--- config.mk ---
export PLATFORM = sky130hd
export DESIGN_NAME = imm_ext_pipe_flat
export DESIGN_NICKNAME = d
export VERILOG_FILES = /design/src/rtl/imm_ext_pipe_if.sv /design/src/rtl/imm_ext_pipe.sv /design/src/flat_wrapper.sv
export SDC_FILE = /design/constraint.sdc
export NUM_CORES = 1
export LEC_CHECK = 0
export ABC_AREA = 1
export BUFFER_PORTS_ARGS = -buffer_cell sky130_fd_sc_hd__buf_2
export CAP_MARGIN = 20
export CELL_PAD_IN_SITES_DETAIL_PLACEMENT = 0
export CELL_PAD_IN_SITES_GLOBAL_PLACEMENT = 1
export CORE_UTILIZATION = 37
export CTS_CLUSTER_SIZE = 20
export DETAILED_ROUTE_END_ITERATION = 16
export PLACE_DENSITY_LB_ADDON = 0.1
export SYNTH_ARGS = -nofsm -noshare
export SYNTH_HDL_FRONTEND = slang
export SYNTH_SLANG_ARGS = --single-unit
--- constraint.sdc ---
create_clock -name clk -period 2.2 [get_ports clk]
set_clock_uncertainty 0.2 [all_clocks]
set_input_delay 0 -clock clk [delete_from_list [all_inputs] [get_ports clk]]
set_output_delay 0 -clock clk [all_outputs]
set_load 0.01 [all_outputs]
--- src/rtl/imm_ext_pipe_if.sv ---
// imm_ext_pipe_if: handshake bundle between the immediate generator and its
// neighbours.
//   master : the side that presents immediates and takes results
//            (in_valid, in_imm, in_mode, flush, out_ready).
//   slave  : the immediate generator itself
//            (in_ready, out_valid, out_imm).
interface imm_ext_pipe_if #(
  parameter int IN_W  = 16,
  parameter int OUT_W = 32
);
  logic             in_valid;
  logic             in_ready;
  logic [IN_W-1:0]  in_imm;
  logic [1:0]       in_mode;
  logic             flush;
  logic             out_valid;
  logic             out_ready;
  logic [OUT_W-1:0] out_imm;

  modport master (
    output in_valid, in_imm, in_mode, flush, out_ready,
    input  in_ready, out_valid, out_imm
  );

  modport slave (
    input  in_valid, in_imm, in_mode, flush, out_ready,
    output in_ready, out_valid, out_imm
  );
endinterface

--- src/rtl/imm_ext_pipe.sv ---
// imm_ext_pipe: pipelined immediate generator for the ID/EX boundary.
// The IN_W-bit immediate is extended to OUT_W bits combinationally on the
// input side, then carried through STAGES {valid, data} registers.
//   clk, rst_n : clock, asynchronous active-low reset
//   bus        : imm_ext_pipe_if.slave
//                in_valid/in_ready/in_imm/in_mode  input handshake
//                out_valid/out_ready/out_imm       output handshake
//                flush                             kills all in-flight entries
// in_mode: 00 sign-extend, 01 zero-extend, 10 upper (LUI), 11 branch offset.
// Build option: define IMM_EXT_BRANCH_EN to build the branch-offset shifter;
// without it mode 11 is an ordinary sign-extend.
module imm_ext_pipe #(
  parameter int IN_W   = 16,
  parameter int OUT_W  = 32,
  parameter int STAGES = 1
) (
  input  logic          clk,
  input  logic          rst_n,
  imm_ext_pipe_if.slave bus
);

  localparam int PAD_W = OUT_W - IN_W;

  // ---------------------------------------------------------------------------
  // Extension (input side, combinational)
  // ---------------------------------------------------------------------------
  logic [OUT_W-1:0] ext_sign, ext_zero, ext_upper, ext_imm;

  assign ext_sign  = {{PAD_W{bus.in_imm[IN_W-1]}}, bus.in_imm};
  assign ext_zero  = {{PAD_W{1'b0}}, bus.in_imm};
  // The shift amount is OUT_W-IN_W, so the immediate lands exactly in the
  // top IN_W bits.
  assign ext_upper = {bus.in_imm, {PAD_W{1'b0}}};

`ifdef IMM_EXT_BRANCH_EN
  logic [OUT_W-1:0] ext_branch;
  // Word offset -> byte offset; the top two sign bits fall off.
  assign ext_branch = {ext_sign[OUT_W-3:0], 2'b00};
`endif

  always_comb begin
    ext_imm = ext_sign;
    case (bus.in_mode)
      2'b01:   ext_imm = ext_zero;
      2'b10:   ext_imm = ext_upper;
`ifdef IMM_EXT_BRANCH_EN
      2'b11:   ext_imm = ext_branch;
`else
      2'b11:   ext_imm = ext_sign;
`endif
      default: ext_imm = ext_sign;
    endcase
  end

  // ---------------------------------------------------------------------------
  // Pipeline
  // ---------------------------------------------------------------------------
  logic [STAGES-1:0]            vld_pipe_d, vld_pipe_q;
  logic [STAGES-1:0][OUT_W-1:0] data_d, data_q;
  logic                         en, accept;

  // Whole pipe advances unless the last stage holds an unaccepted result;
  // bubbles inside the pipe are deliberately not squeezed out.
  assign en           = bus.out_ready | ~vld_pipe_q[STAGES-1];
  assign bus.in_ready = en & ~bus.flush;
  assign accept       = bus.in_valid & bus.in_ready;

  // Stage 0. accept already implies en and ~flush.
  assign vld_pipe_d[0] = bus.flush ? 1'b0 : (en ? accept : vld_pipe_q[0]);
  assign data_d[0]     = accept ? ext_imm : data_q[0];

  // Data only moves behind a valid bit, so bubbles and flushes leave the
  // data registers untouched.
  for (genvar s = 1; s < STAGES; s++) begin : g_stage
    assign vld_pipe_d[s] = bus.flush ? 1'b0 :
                           (en ? vld_pipe_q[s-1] : vld_pipe_q[s]);
    assign data_d[s]     = (en & ~bus.flush & vld_pipe_q[s-1]) ?
                           data_q[s-1] : data_q[s];
  end

  always_ff @(posedge clk or negedge rst_n) begin
    if (!rst_n) begin
      vld_pipe_q <= '0;
      data_q     <= '0;
    end else begin
      vld_pipe_q <= vld_pipe_d;
      data_q     <= data_d;
    end
  end

  assign bus.out_valid = vld_pipe_q[STAGES-1];
  assign bus.out_imm   = data_q[STAGES-1];

endmodule
--- src/flat_wrapper.sv ---
// flat-port wrapper written by rule: the top's interface ports become plain ports
module imm_ext_pipe_flat 
#(
  parameter int IN_W   = 16,
  parameter int OUT_W  = 32,
  parameter int STAGES = 1
)
  (clk, rst_n, bus_in_valid, bus_in_imm, bus_in_mode, bus_flush, bus_out_ready, bus_in_ready, bus_out_valid, bus_out_imm);
  imm_ext_pipe_if #(.IN_W(IN_W), .OUT_W(OUT_W)) bus_i ();
  input  logic clk;
  input  logic rst_n;
  input wire logic [$bits(bus_i.in_valid)-1:0] bus_in_valid;
  input wire logic [$bits(bus_i.in_imm)-1:0] bus_in_imm;
  input wire logic [$bits(bus_i.in_mode)-1:0] bus_in_mode;
  input wire logic [$bits(bus_i.flush)-1:0] bus_flush;
  input wire logic [$bits(bus_i.out_ready)-1:0] bus_out_ready;
  output wire logic [$bits(bus_i.in_ready)-1:0] bus_in_ready;
  output wire logic [$bits(bus_i.out_valid)-1:0] bus_out_valid;
  output wire logic [$bits(bus_i.out_imm)-1:0] bus_out_imm;
  assign bus_i.in_valid = bus_in_valid;
  assign bus_i.in_imm = bus_in_imm;
  assign bus_i.in_mode = bus_in_mode;
  assign bus_i.flush = bus_flush;
  assign bus_i.out_ready = bus_out_ready;
  assign bus_in_ready = bus_i.in_ready;
  assign bus_out_valid = bus_i.out_valid;
  assign bus_out_imm = bus_i.out_imm;
  imm_ext_pipe #(.IN_W(IN_W), .OUT_W(OUT_W), .STAGES(STAGES)) u_core (.clk(clk), .rst_n(rst_n), .bus(bus_i));
endmodule
==> results.yml <==
outcome:
  status: "complete, no violations"
global_route:
  gr-usage-all-layers_pct: 18.5
  pin_count_of_the_biggest_net_entering_global_routing: 50
  grt_pass1_wl_um: 6130
  overflow: 0
  vias_in_the_first_global_route: 1369
  grt_antenna_before_repair: 0
logic_synthesis:
  yosys-top-cells-area: "sky130_fd_sc_hd__dfrtp_1 54%, sky130_fd_sc_hd__nand2_1 23%, sky130_fd_sc_hd__o21ai_1 5.5%"
  synth.top_cell.area_share_pct: 53.7
  netlist_top_cells_count: "94 x sky130_fd_sc_hd__nand2_1, 33 x sky130_fd_sc_hd__dfrtp_1, 17 x sky130_fd_sc_hd__o21ai_1"
  syn_avg_cell_area_um2: 8.23
  yosys.area.top_type: "sky130_fd_sc_hd__dfrtp_1"
  synthesis.instances: 187
  ys.warnings.count: 0
  yosys_most_used_dff: "sky130_fd_sc_hd__dfrtp_1"
  postSynth.asyncResetShare_pct: 100
  ys_ff_latch: 33
  synth-edff-count: 0
  syn-cell-area_um2: 1540
  synth_most_common_cell: "sky130_fd_sc_hd__nand2_1"
  synth.lib_cells_used.distinct: 16
  synth-seq-area-share_pct: 53.7
  mappedNetlistNets: 212
setup_path:
  timing.critical_path.buf_inv: 4
  regToRegSetupSlack_ns: 0.77
  slowest_cell_on_the_critical_path: "sky130_fd_sc_hd__dlygate4sd3_1"
  worst_setup_path_end_kind: "flop"
  timing.critical_path.depth: 5
  regToRegEndpoint: "u_core.bus.out_valid"
  timing.critical_path.fanout_max: 2
  worst_endpoint_required_time_ns: 2.16
  path_delay_family: "buffers and inverters"
  crit_path_start_kind: "input pin"
  regToRegStartpoint: "u_core.bus.out_valid"
  critical-path-top-cell-by-count: "sky130_fd_sc_hd__dlygate4sd3_1"
  critical_path.cell_chain: "dlygate4sd3_1 > buf_2 > inv_1 > a21oi_1 > dlygate4sd3_1"
  timing.critical_path.slowest_cell_delay_ns: 0.56
  crit_type: "in -> reg"
  worstSetupStartpoint: "bus_in_valid"
  crit_end: "u_core.bus.out_valid"
  critPathArrivalTime_ns: 1.40
  worst_reg2reg_path_depth: 3
power:
  power.share.sequential_pct: 47.0
  power.net_switching_uw: 468
  switching_share_pct: 29.7
  clock_power_share_pct: 28.8
  worst_ir_drop_vdd_mv: 0.313
  power_per_cell_area_nw_per_um2: 749
  pwr-share-comb_pct: 24.2
  leak_pwr_uw: 0.00121
  p_total_uw: 1580
  internal_power_uw: 1110
sta:
  final_hold_viol_count: 0
  tns_ns: 0
  setup_viol: 0
  report.final.slew_viol_count: 0
  worst_pin_slew_ns: 0.737
  min_period_ns: 1.44
  rsz0062_at_grt: "false"
  slew_headroom_pct: 50.8
  max_freq_mhz: 697
  period_share_pct: 65.2
routing:
  vias: 1454
  wl_per_cell_um: 12.1
  route.detailed.vias_per_inst: 4.69
  detailedRoute.firstIterationViolations: 91
  drt_wl_total_um: 3770
  detail-route-antenna-nets: 0
  drt_first_pass_iters: 4
  detail_route.drc_violations: 0
min_path:
  hp-class: "in -> reg"
  worst_hold_path.num_cells: 4
run:
  max_cap_violations: 0
cts:
  clk_pin_slew_ns: 0.06
  htree_levels: 2
  cts-root-to-sink-buffers: 2
  cts.repair_timing.setup_buffer_count: 0
  cts-buffers-inserted: 5
  tritoncts_num_sinks: 33
  cts_root_buffer: "sky130_fd_sc_hd__clkbuf_8"
  ctsResizeCount: 0
  insertion_delay_ns: 0.28
  cts_tree: "yes"
place:
  dp_hpwl_um: 2630
  place.port_buffers: 56
  routability_cong: 0.723
layout:
  syn_to_final_growth_pct: 36.7
  diodes: 0
  drive_above_1_share_pct: 27.3
  design.final.nets: 285
floorplan:
  pin_count: 57
  core_um2: 4000
  height_of_the_chip_um: 66.5
  die_area_um2: 4420
  die_w_um: 66.5
  initial_core_util_pct: 38.5
  cell_rows: 23
==> power groups by stage <==
stage / sequential [uW] / clock, uW / combinational, uW
after floorplan: 797 / 0 / 160
after global placement: 749 / 0 / 353
after detailed placement: 753 / 0 / 357
after CTS: 742 / 475 / 388
after global routing: 752 / 493 / 430
final: 740 / 454 / 381
==> layer usage <==
| metal | vias to the layer above | global-route usage (%) | part of all wire (%) |
|---|---|---|---|
| met3 | 7 | 4.45 | 5.1 |
| met5 | - | 0 | 0 |
| li1 | 728 | - | - |
| met1 | 679 | 24.3 | 47 |
| met4 | 0 | 6.38 | 1.4 |
| met2 | 40 | 29.6 | 46 |
==> repair_timing <==
item / CTS / global route
hold buffers: 20 / 0
endpoints found under the hold margin: 66 / 0
setup endpoints to repair: 0 / 0
==> registers in the layout (all words and copies together), names as in the netlist <==
signal / count
u_core.bus.out_valid: 1
u_core.bus.out_imm: 32
==> stage by stage <==
| stage | instance area (um2) | instances | util [%] | setup WS, ns | hold WS [ns] |
|---|---|---|---|---|---|
| global placement | 1820 | 283 | 45.4 | 0.832 | -0.108 |
| CTS | 2100 | 310 | 52.6 | 0.781 | 0.0202 |
| finish | 2100 | 310 | 52.6 | 0.765 | 0.0220 |
| floorplan | 1540 | 187 | - | 0.934 | -0.496 |
| detailed placement | 1820 | 283 | 45.4 | 0.802 | -0.0942 |
| global route | 2100 | 310 | 52.6 | 0.712 | 0.0761 |
==> layout by cell type (no fill, tap or decap) <==
cell / synthesis / final
sky130_fd_sc_hd__inv_1: 5 / 5
sky130_fd_sc_hd__nand3_1: 15 / 15
sky130_fd_sc_hd__a21oi_1: 1 / 1
sky130_fd_sc_hd__o21ai_1: 17 / 17
sky130_fd_sc_hd__clkbuf_1: 0 / 1
sky130_fd_sc_hd__o21ai_0: 1 / 1
sky130_fd_sc_hd__nand3_2: 1 / 1
sky130_fd_sc_hd__buf_12: 0 / 1
sky130_fd_sc_hd__nand2_2: 1 / 1
sky130_fd_sc_hd__dlygate4sd3_1: 0 / 20
sky130_fd_sc_hd__nand2_1: 94 / 94
sky130_fd_sc_hd__nand2_4: 2 / 2
sky130_fd_sc_hd__dfrtp_1: 33 / 33
sky130_fd_sc_hd__clkbuf_8: 0 / 6
sky130_fd_sc_hd__ha_1: 2 / 2
sky130_fd_sc_hd__nor2_4: 1 / 1
sky130_fd_sc_hd__buf_2: 5 / 56
sky130_fd_sc_hd__inv_2: 3 / 3
==> final cells by class <==
cell class	instances	area [um2]
fillers	412	1900
flip-flops and latches	33	826
multi-input cells	135	598
repair buffers	77	500
clock buffers	7	86.3
well taps	50	62.6
inverters	8	30.0
==> worst min-delay path by stage <==
stage | slack, ns | start | end
floorplan | -0.50 | rst_n | u_core.bus.out_imm[0]
global placement | -0.11 | rst_n | u_core.bus.out_imm[1]
detailed placement | -0.09 | rst_n | u_core.bus.out_imm[1]
CTS | 0.02 | bus_out_ready | u_core.bus.out_imm[20]
global route | 0.08 | bus_out_ready | u_core.bus.out_imm[26]
finish | 0.02 | bus_in_mode[1] | u_core.bus.out_imm[31]
==> logic make-up after synthesis <==
group | after synthesis | synth area share, %
AND/OR/NAND/NOR | 114 | 31.1
flip-flops | 33 | 53.7
AO/OA/AOI/OAI | 19 | 6.18
buffers and inverters | 19 | 7.48
adder cells (fa/ha/maj) | 2 | 1.63
==> worst reg2reg max path: cells and delay by family, from the launching register on <==
| family | cells | cell delay (ns) |
|---|---|---|
| flops | 1 | 0.41 |
| compound gates | 1 | 0.06 |
| buf+inv | 1 | 0.56 |
| simple gates | 1 | 0.09 |
Power figures use the tool's default switching activity.
